<file path="config.mk">
export PLATFORM = sky130hd
export DESIGN_NAME = cpu_trace_parser_flat
export DESIGN_NICKNAME = d
export VERILOG_FILES = /design/src/rtl/cpu_trace_parser_if.sv /design/src/rtl/cpu_trace_parser.sv /design/src/flat_wrapper.sv
export SDC_FILE = /design/constraint.sdc
export NUM_CORES = 1
export LEC_CHECK = 0
export CAP_MARGIN = 20
export CORE_ASPECT_RATIO = 2
export CORE_MARGIN = 2
export CORE_UTILIZATION = 45
export CTS_CLUSTER_DIAMETER = 50
export DETAILED_ROUTE_END_ITERATION = 8
export PLACE_DENSITY = 0.74
export SLEW_MARGIN = 10
export SYNTH_ARGS = -nofsm -noshare
export SYNTH_HDL_FRONTEND = slang
export SYNTH_SLANG_ARGS = --single-unit
</file>
<file path="constraint.sdc">
create_clock -name clk -period 5.15 [get_ports clk]
set_clock_uncertainty 0.15 [all_clocks]
set_input_delay 1.03 -clock clk [delete_from_list [all_inputs] [get_ports clk]]
set_output_delay 1.03 -clock clk [all_outputs]
set_load 0.005 [all_outputs]
</file>
<file path="src/rtl/cpu_trace_parser_if.sv">
// Character stream in, decoded trace-line report out.
// master = stream source / report consumer; slave = the parser.
interface cpu_trace_parser_if #(
  parameter int HW = 32
);
  logic [7:0]    char;
  logic [1:0]    format_type;
  logic [31:0]   time_val;
  logic [HW-1:0] pc_val;
  logic [HW-1:0] idx_val;
  logic [HW-1:0] data_val;
  logic [15:0]   ok_count;
  logic [15:0]   err_count;

  modport master (
    output char,
    input  format_type, time_val, pc_val, idx_val, data_val, ok_count, err_count
  );

  modport slave (
    input  char,
    output format_type, time_val, pc_val, idx_val, data_val, ok_count, err_count
  );
endinterface

</file>
<file path="src/rtl/cpu_trace_parser.sv">
// Character-serial parser for CPU trace lines (register / memory writes).
// Extracts time, pc, grf/addr and data fields, flags semantic errors, counts lines.
module cpu_trace_parser #(
  parameter int          TIME_DIGITS = 4,
  parameter int          GRF_DIGITS  = 4,
  parameter int          HEX_DIGITS  = 8,
  parameter int          ALLOW_UPPER = 0,
  parameter int          CHECK_SEM   = 1,
  parameter logic [31:0] PC_MIN      = 32'h0000_3000,
  parameter logic [31:0] PC_MAX      = 32'h0000_6ffc
) (
  input  logic              clk,
  input  logic              reset,
  cpu_trace_parser_if.slave bus
);
  localparam int HW = 4 * HEX_DIGITS;

  localparam logic [4:0] S_IDLE   = 5'd0;
  localparam logic [4:0] S_CARET  = 5'd1;
  localparam logic [4:0] S_TIME   = 5'd2;
  localparam logic [4:0] S_AT     = 5'd3;
  localparam logic [4:0] S_PC     = 5'd4;
  localparam logic [4:0] S_COLON  = 5'd5;
  localparam logic [4:0] S_SP1    = 5'd6;
  localparam logic [4:0] S_STAR   = 5'd7;
  localparam logic [4:0] S_ADDR   = 5'd8;
  localparam logic [4:0] S_ASP    = 5'd9;
  localparam logic [4:0] S_DOLLAR = 5'd10;
  localparam logic [4:0] S_GRF    = 5'd11;
  localparam logic [4:0] S_GSP    = 5'd12;
  localparam logic [4:0] S_LT     = 5'd13;
  localparam logic [4:0] S_EQ     = 5'd14;
  localparam logic [4:0] S_DATA   = 5'd15;
  localparam logic [4:0] S_HASH_R = 5'd16;
  localparam logic [4:0] S_HASH_M = 5'd17;
  localparam logic [4:0] S_ACC    = 5'd18;

  localparam logic [7:0]    TD        = 8'(TIME_DIGITS);
  localparam logic [7:0]    GD        = 8'(GRF_DIGITS);
  localparam logic [7:0]    HD        = 8'(HEX_DIGITS);
  localparam logic [HW-1:0] PC_MIN_HW = HW'(PC_MIN);
  localparam logic [HW-1:0] PC_MAX_HW = HW'(PC_MAX);
  localparam logic [HW-1:0] GRF_MAX   = HW'(31);

  logic [4:0]    state_reg, state_next;
  logic [7:0]    cnt_reg, cnt_next, cnt_inc;
  logic [31:0]   time_acc_reg, time_next, time_dec;
  logic [HW-1:0] pc_acc_reg, pc_next, pc_hex;
  logic [HW-1:0] idx_acc_reg, idx_next, idx_dec, idx_hex;
  logic [HW-1:0] data_acc_reg, data_next, data_hex;
  logic          is_mem_reg, is_mem_next;
  logic          accept, sem_err;
  logic [1:0]    line_type;

  logic [1:0]    format_type_reg;
  logic [31:0]   time_val_reg;
  logic [HW-1:0] pc_val_reg, idx_val_reg, data_val_reg;
  logic [15:0]   ok_count_reg, err_count_reg;

  logic [7:0] ch;
  logic       is_dec, is_lower, is_upper, is_hex;
  logic [3:0] nib;

  assign ch       = bus.char;
  assign is_dec   = (ch >= "0") && (ch <= "9");
  assign is_lower = (ch >= "a") && (ch <= "f");
  assign is_upper = (ALLOW_UPPER != 0) && (ch >= "A") && (ch <= "F");
  assign is_hex   = is_dec || is_lower || is_upper;
  // 'a'/'A' have low nibble 1, so letters map to low nibble + 9
  assign nib      = is_dec ? ch[3:0] : (ch[3:0] + 4'd9);

  assign cnt_inc  = cnt_reg + 8'd1;
  assign time_dec = (time_acc_reg * 32'd10) + {28'd0, ch[3:0]};
  assign idx_dec  = (idx_acc_reg * HW'(10)) + HW'(ch[3:0]);
  assign pc_hex   = (pc_acc_reg << 4) | HW'(nib);
  assign idx_hex  = (idx_acc_reg << 4) | HW'(nib);
  assign data_hex = (data_acc_reg << 4) | HW'(nib);

  always_comb begin
    state_next  = S_IDLE;
    cnt_next    = cnt_reg;
    time_next   = time_acc_reg;
    pc_next     = pc_acc_reg;
    idx_next    = idx_acc_reg;
    data_next   = data_acc_reg;
    is_mem_next = is_mem_reg;
    accept      = 1'b0;
    if (ch == "^") begin
      state_next  = S_CARET;
      cnt_next    = '0;
      time_next   = '0;
      pc_next     = '0;
      idx_next    = '0;
      data_next   = '0;
      is_mem_next = 1'b0;
    end else begin
      case (state_reg)
        S_CARET: begin
          if (is_dec) begin
            state_next = S_TIME;
            cnt_next   = 8'd1;
            time_next  = time_dec;
          end
        end
        S_TIME: begin
          if (is_dec && (cnt_reg < TD)) begin
            state_next = S_TIME;
            cnt_next   = cnt_inc;
            time_next  = time_dec;
          end else if (ch == "@") begin
            state_next = S_AT;
            cnt_next   = '0;
          end
        end
        S_AT, S_PC: begin
          if (is_hex && (cnt_reg < HD)) begin
            state_next = S_PC;
            cnt_next   = cnt_inc;
            pc_next    = pc_hex;
          end else if ((ch == ":") && (cnt_reg == HD)) begin
            state_next = S_COLON;
          end
        end
        S_COLON, S_SP1: begin
          if (ch == " ") begin
            state_next = S_SP1;
          end else if (ch == "*") begin
            state_next  = S_STAR;
            cnt_next    = '0;
            is_mem_next = 1'b1;
          end else if (ch == "$") begin
            state_next  = S_DOLLAR;
            cnt_next    = '0;
            is_mem_next = 1'b0;
          end
        end
        S_STAR, S_ADDR: begin
          if (is_hex && (cnt_reg < HD)) begin
            state_next = S_ADDR;
            cnt_next   = cnt_inc;
            idx_next   = idx_hex;
          end else if ((cnt_reg == HD) && (ch == " ")) begin
            state_next = S_ASP;
          end else if ((cnt_reg == HD) && (ch == "<")) begin
            state_next = S_LT;
          end
        end
        S_DOLLAR, S_GRF: begin
          if (is_dec && (cnt_reg < GD)) begin
            state_next = S_GRF;
            cnt_next   = cnt_inc;
            idx_next   = idx_dec;
          end else if ((state_reg == S_GRF) && (ch == " ")) begin
            state_next = S_GSP;
          end else if ((state_reg == S_GRF) && (ch == "<")) begin
            state_next = S_LT;
          end
        end
        S_ASP, S_GSP: begin
          if (ch == " ") state_next = state_reg;
          else if (ch == "<") state_next = S_LT;
        end
        S_LT: begin
          if (ch == "=") begin
            state_next = S_EQ;
            cnt_next   = '0;
          end
        end
        S_EQ, S_DATA: begin
          if ((state_reg == S_EQ) && (ch == " ")) begin
            state_next = S_EQ;
          end else if (is_hex) begin
            cnt_next   = cnt_inc;
            data_next  = data_hex;
            // the final data digit already selects the terminator state, which carries the line type
            if (cnt_inc != HD) state_next = S_DATA;
            else               state_next = is_mem_reg ? S_HASH_M : S_HASH_R;
          end
        end
        S_HASH_R, S_HASH_M: begin
          if (ch == "#") begin
            state_next = S_ACC;
            accept     = 1'b1;
          end
        end
        default: state_next = S_IDLE;
      endcase
    end
  end

  always_comb begin
    sem_err = 1'b0;
    if (CHECK_SEM != 0) begin
      if ((pc_acc_reg < PC_MIN_HW) || (pc_acc_reg > PC_MAX_HW) || (pc_acc_reg[1:0] != 2'b00))
        sem_err = 1'b1;
      if (state_reg == S_HASH_M) begin
        if (idx_acc_reg[1:0] != 2'b00) sem_err = 1'b1;
      end else if (idx_acc_reg > GRF_MAX) begin
        sem_err = 1'b1;
      end
    end
  end

  assign line_type = sem_err ? 2'b11 : ((state_reg == S_HASH_M) ? 2'b10 : 2'b01);

  always_ff @(posedge clk) begin
    if (reset) begin
      state_reg       <= S_IDLE;
      cnt_reg         <= '0;
      time_acc_reg    <= '0;
      pc_acc_reg      <= '0;
      idx_acc_reg     <= '0;
      data_acc_reg    <= '0;
      is_mem_reg      <= 1'b0;
      format_type_reg <= 2'b00;
      time_val_reg    <= '0;
      pc_val_reg      <= '0;
      idx_val_reg     <= '0;
      data_val_reg    <= '0;
      ok_count_reg    <= '0;
      err_count_reg   <= '0;
    end else begin
      state_reg       <= state_next;
      cnt_reg         <= cnt_next;
      time_acc_reg    <= time_next;
      pc_acc_reg      <= pc_next;
      idx_acc_reg     <= idx_next;
      data_acc_reg    <= data_next;
      is_mem_reg      <= is_mem_next;
      format_type_reg <= accept ? line_type : 2'b00;
      if (accept) begin
        time_val_reg <= time_acc_reg;
        pc_val_reg   <= pc_acc_reg;
        idx_val_reg  <= idx_acc_reg;
        data_val_reg <= data_acc_reg;
        if (sem_err) begin
          if (err_count_reg != 16'hFFFF) err_count_reg <= err_count_reg + 16'd1;
        end else begin
          if (ok_count_reg != 16'hFFFF) ok_count_reg <= ok_count_reg + 16'd1;
        end
      end
    end
  end

  assign bus.format_type = format_type_reg;
  assign bus.time_val    = time_val_reg;
  assign bus.pc_val      = pc_val_reg;
  assign bus.idx_val     = idx_val_reg;
  assign bus.data_val    = data_val_reg;
  assign bus.ok_count    = ok_count_reg;
  assign bus.err_count   = err_count_reg;
endmodule

</file>
<file path="src/flat_wrapper.sv">
// flat-port wrapper written by rule: the top's interface ports become plain ports
module cpu_trace_parser_flat 
#(
  parameter int          TIME_DIGITS = 4,
  parameter int          GRF_DIGITS  = 4,
  parameter int          HEX_DIGITS  = 8,
  parameter int          ALLOW_UPPER = 0,
  parameter int          CHECK_SEM   = 1,
  parameter logic [31:0] PC_MIN      = 32'h0000_3000,
  parameter logic [31:0] PC_MAX      = 32'h0000_6ffc
)
  (clk, reset, bus_char, bus_format_type, bus_time_val, bus_pc_val, bus_idx_val, bus_data_val, bus_ok_count, bus_err_count);
  cpu_trace_parser_if #(.HW(32)) bus_i ();
  input  logic clk;
  input  logic reset;
  input wire logic [$bits(bus_i.char)-1:0] bus_char;
  output wire logic [$bits(bus_i.format_type)-1:0] bus_format_type;
  output wire logic [$bits(bus_i.time_val)-1:0] bus_time_val;
  output wire logic [$bits(bus_i.pc_val)-1:0] bus_pc_val;
  output wire logic [$bits(bus_i.idx_val)-1:0] bus_idx_val;
  output wire logic [$bits(bus_i.data_val)-1:0] bus_data_val;
  output wire logic [$bits(bus_i.ok_count)-1:0] bus_ok_count;
  output wire logic [$bits(bus_i.err_count)-1:0] bus_err_count;
  assign bus_i.char = bus_char;
  assign bus_format_type = bus_i.format_type;
  assign bus_time_val = bus_i.time_val;
  assign bus_pc_val = bus_i.pc_val;
  assign bus_idx_val = bus_i.idx_val;
  assign bus_data_val = bus_i.data_val;
  assign bus_ok_count = bus_i.ok_count;
  assign bus_err_count = bus_i.err_count;
  cpu_trace_parser #(.TIME_DIGITS(TIME_DIGITS), .GRF_DIGITS(GRF_DIGITS), .HEX_DIGITS(HEX_DIGITS), .ALLOW_UPPER(ALLOW_UPPER), .CHECK_SEM(CHECK_SEM), .PC_MIN(PC_MIN), .PC_MAX(PC_MAX)) u_core (.clk(clk), .reset(reset), .bus(bus_i));
endmodule
</file>
# Word level (Yosys, flattened, before mapping)
# Cells that the tools add are included.
# word_totals
regBits	304
out_inout_bits	162
# op_classes
n_addsub	6
multipliers	2
magnitude_cmp	9
n_eq_ne	43
muxes	54
bitwise	7
n_reduce_logical	37
# op_table
operator	count
32-bit 2-to-1 mux	4
32-bit case mux with 2 select lines	2
32-bit by 4-bit bitwise OR with 32-bit output	3
8-bit 2-to-1 mux	11
5-bit 2-to-1 mux	13
32-bit by 4-bit adder with 32-bit output	2
32-bit by 3-bit multiplier with 31-bit output (second input constant)	2
8-bit by 6-bit == test with 1-bit output (second input constant)	7
8-bit case mux with 7 select lines	1
5-bit case mux with 10 select lines	1
5-bit by 4-bit == test with 1-bit output (second input constant)	8
16-bit by 1-bit adder with 16-bit output (second input constant)	2
32-bit by 15-bit > comparator with 1-bit output (second input constant)	1
32-bit by 5-bit > comparator with 1-bit output (second input constant)	1
32-bit by 14-bit < comparator with 1-bit output (second input constant)	1
16-bit inequality test (second input constant)	2
4-bit 2-to-1 mux	6
5-bit by 3-bit == test with 1-bit output (second input constant)	4
3-bit AND reduction	6
2-bit OR reduction	9
8-bit by 7-bit == test with 1-bit output (second input constant)	2
2-bit by 1-bit inequality test with 1-bit output (second input constant)	7
1-bit 2-to-1 mux	11
5-bit by 2-bit == test with 1-bit output (second input constant)	2
other kinds (25)	50

# Logic depth before layout (Yosys ltp)
# logic_depth
depth_word	8
mapped_depth	15
mapped_depth_nobuf	13

# Least setup slack after synthesis
# No wires, ideal clock.
# synth_timing
path_type	input-to-reg
startpoint	in bus_char[2]
endpoint	reg u_core.time_acc_reg[31]
setup_time_ps	74
arrival_time_ps	3774
setup_slack_ps	1152
cell_stages	12
n_path_buf	1
path_cell_list	clkbuf_1 -> inv_1 -> fa_1 -> nor2b_1 -> o2111ai_1 -> nor2_1 -> nor4b_2 -> nand3_1 -> nor4_4 -> nand3_2 -> or3_1 -> a31oi_1
# synth_between
elab_chain_cells	5
word_cells_on_any_way	13
# synth_rtl
element	line_no	rtl
start: declaration	flat_wrapper.sv:16	input wire logic [$bits(bus_i.char)-1:0] bus_char;
branches (longest 5 deep; another with 32-bit by 4-bit adder with 32-bit output)	n/a	
end signal: assignment	cpu_trace_parser.sv:225	time_acc_reg <= time_next;
end: declaration	cpu_trace_parser.sv:47	logic [31:0] time_acc_reg, time_next, time_dec;
# Parallel ways; which one is timed is not known. The select of a mux whose other input is x is not followed.
# A chain may end at the register's enable or synchronous reset.

# Final worst setup path
# layout_timing
startpoint	reg u_core.idx_acc_reg[3]
endpoint	reg u_core.idx_acc_reg[31]
# layout_between
elab_chain_cells	4
# layout_rtl
element	line_no	rtl
start: declaration	cpu_trace_parser.sv:49	logic [HW-1:0] idx_acc_reg, idx_next, idx_dec, idx_hex;
start signal: assignment	cpu_trace_parser.sv:227	idx_acc_reg <= idx_next;
32-bit by 3-bit multiplier with 31-bit output	cpu_trace_parser.sv:74	assign idx_dec = (idx_acc_reg * HW'(10)) + HW'(ch[3:0]);
32-bit by 4-bit adder with 32-bit output	cpu_trace_parser.sv:74	
32-bit 2-to-1 mux	cpu_trace_parser.sv:149	if (is_dec && (cnt_reg < GD)) begin
32-bit case mux with 2 select lines	cpu_trace_parser.sv:97	case (state_reg)
# No other way between the ends. The select of a mux whose other input is x is not followed.

==> run metrics <==
CTS Buf Count 29; area delta synth->final 17.32%; internal power approximately 3.6 mW; H-tree depth 1; IO buf count about 170; RSZ-0062 raised after global routing false; DR vias/cell 5.807; Post-synth top flop dfxtp_1; Antenna Nets Post-Route 0; HPWL Detailed between 30,000 and 40,000 um; pin count of the biggest net entering global routing 82; Cell variety after synth approximately 100; Initial DRT Pass Iterations 7; die area roughly 0.04 mm^2; top cells by area, synth dfxtp_1, nand2_1, ha_1; GP Congestion approximately 0.94; Routed WL about 49,000 um; crit-path max cell delay 510 ps; register area share after synthesis 0.3513; peak supply drop between 0.2 and 0.3 mV; worst r2r src u_core.idx_acc_reg[3]; flip-flop and latch count after synthesis ~300; via count 16,210; final hold violations 0; min-delay src u_core.bus.time_val[25]; Final period util 0.8554; Combinational Power Share 0.020; worst min-delay path class reg2reg; Switching Fraction 0.2212; CP Max Fanout 5; outcome complete, no violations; first-pass GRT wire length between 70,000 and 80,000 um; Gate Count Post-Synth about 2,200; worst path required time 5470 ps; Critical Path, Cell by Cell ha_1, ha_1, fa_1, a211oi_2, o21ai_2, o211ai_1, a2111oi_0, a211oi_1, nand4b_1, nor3_2, nand4_1, o31a_1, o31ai_1; chip width 142.7 um; CTS Sinks between 300 and 400; NetSw a little over 1 mW; Clock Tree Buf Depth 3; final setup violating endpoints 0; clk_lat worst skew ~570 ps; TritonCTS clock tree done; top-area cell type share of the netlist area 0.3513; hold path cells 2; row count 101; Worst slew margin 0.4430; pwr/cell area around 230 mW/mm^2; register share of total power 0.504; DR iter-0 viols a little over 900; fin. max-slew vios 0; FFs w/ async S/R, synth 0; Top delay family on crit path compound AO/OA/AOI/OAI gates; initial antenna violation count 0; Avg Cell Area, Syn between 7 and 8 um^2; Synth Net Count 2,341; I/O pins 172; Crit Path Category reg2reg; layout cells sized above 1 0.05627; most frequent CP cell ha_1; Initial Utilization 0.4569; top-count cell post-synth nand2_1; fmax around 230 MHz; GRT overflow 0; CORE AREA 0.03791 mm^2; R2R setup slack roughly 740 ps; Synth warnings 0; critical path endpoint category flop; layout net count between 2,000 and 2,500; clock root buffer clkbuf_16; CP max-delay cell a211oi_1; crit path time final between 4000 and 5000 ps; Least-Margin Pin Slew 835.5 ps; CP Launch Type flop; Synth Cell Area 0.01732 mm^2; Reg clk slew, reported paths around 70 ps; vias in the first global route ~16,000; RR Endpoint u_core.idx_acc_reg[31]; hold slack 301.6 ps; Ant. Diodes 0; Final TNS setup 0 ps; Die H roughly 280 um; setup bufs post-CTS 0; routed length per instance 17.71 um; arrival time worst endpoint ~4700 ps; Residual DRC 0; Pleak approximately 7.4 nW; max-cap violation count 0; number of synthesized flops with an enable pin 0; WHS Endpoint u_core.bus.time_val[25]; clock share of power 0.476; worst path bufs/invs 0; area leader, netlist dfxtp_1; CTS resizes 0; Post-synth top cells nand2_1, dfxtp_1, a21oi_1, nor2_1, ha_1; CTS Hold Bufs 0; all-layer global routing usage 0.2399; worst r2r path cells 13
==> worst max path at each step <==
stage	start	endpoint	cells after the start
floorplan	bus_char[2]	u_core.time_acc_reg[31]	12
global placement	bus_char[0]	u_core.cnt_reg[4]	12
detailed placement	bus_char[0]	u_core.cnt_reg[4]	12
CTS	u_core.idx_acc_reg[3]	u_core.idx_acc_reg[31]	13
global route	u_core.idx_acc_reg[3]	u_core.idx_acc_reg[29]	13
finish	u_core.idx_acc_reg[3]	u_core.idx_acc_reg[31]	13
==> cell families after synthesis <==
family          after synthesis  synth area share
compound gates              557            0.1986
buf+inv                     150           0.03778
fa+ha+maj                   129           0.09491
mux                          17           0.01011
flops                       304            0.3513
xor+xnor                    122           0.06255
simple gates                923            0.2447
==> cells in the final DEF, fill, tap and decap left out, types with 21 or more instances in the layout <==
cell type / instances
a211oi_1: 52
a21oi_1: 293
and3_1: 26
buf_4: 26
clkbuf_16: 29
clkdlybuf4s50_1: 170
dfxtp_1: 304
ha_1: 125
inv_1: 22
nand2_1: 484
nand3_1: 67
nand4_1: 23
nor2_1: 151
nor3_1: 31
o211ai_1: 21
o21ai_0: 55
or3_1: 21
xnor2_1: 60
xor2_1: 60
==> worst register-to-register path: stages (launching register included) <==
cell       delay (ps)
dfxtp_1           430
ha_1              270
ha_1              230
fa_1              420
a211oi_2          400
o21ai_2           180
o211ai_1          320
a2111oi_0         160
a211oi_1          510
nand4b_1          260
nor3_2            300
nand4_1           190
o31a_1            280
o31ai_1           220
==> power by group through the flow <==
stage	Clock [mW]	Sequential (mW)	Combinational (mW)
after floorplan	0	2.40	0.0554
after CTS	2.26	2.35	0.0925
after global placement	0	2.40	0.0903
after detailed placement	0	2.40	0.0922
final	2.22	2.35	0.0932
after global routing	2.36	2.35	0.0996
==> final cells by class <==
type	instances	area [um^2]
sequential	304	6086
multi-input combinational	1748	10620
inverter	23	86.33
clock buffer	36	792.0
fill	3583	17590
timing repair buffer	199	1957
clock inverter	18	203.9
tap	463	579.3
==> metrics by stage <==
step                      setup slack [ps]  utilization  instance area [um^2]  total power [mW]  instances
after global placement               524.4       0.5098                 19330             2.494       2737
after detailed placement             422.4       0.5098                 19330             2.496       2737
after floorplan                       1152            -                 17320             2.459       2202
final                                744.7       0.5360                 20320             4.661       2791
after global routing                 412.7       0.5360                 20320             4.810       2791
after CTS                            688.0       0.5360                 20320             4.700       2791
==> layer usage <==
layer,part of all wire,global-route usage,vias up
met5,0,0,-
met4,0.045,0.1114,0
met3,0.029,0.02021,120
met2,0.56,0.4820,384
met1,0.37,0.2428,7740
li1,-,-,7962
Power figures use the tool's default switching activity.
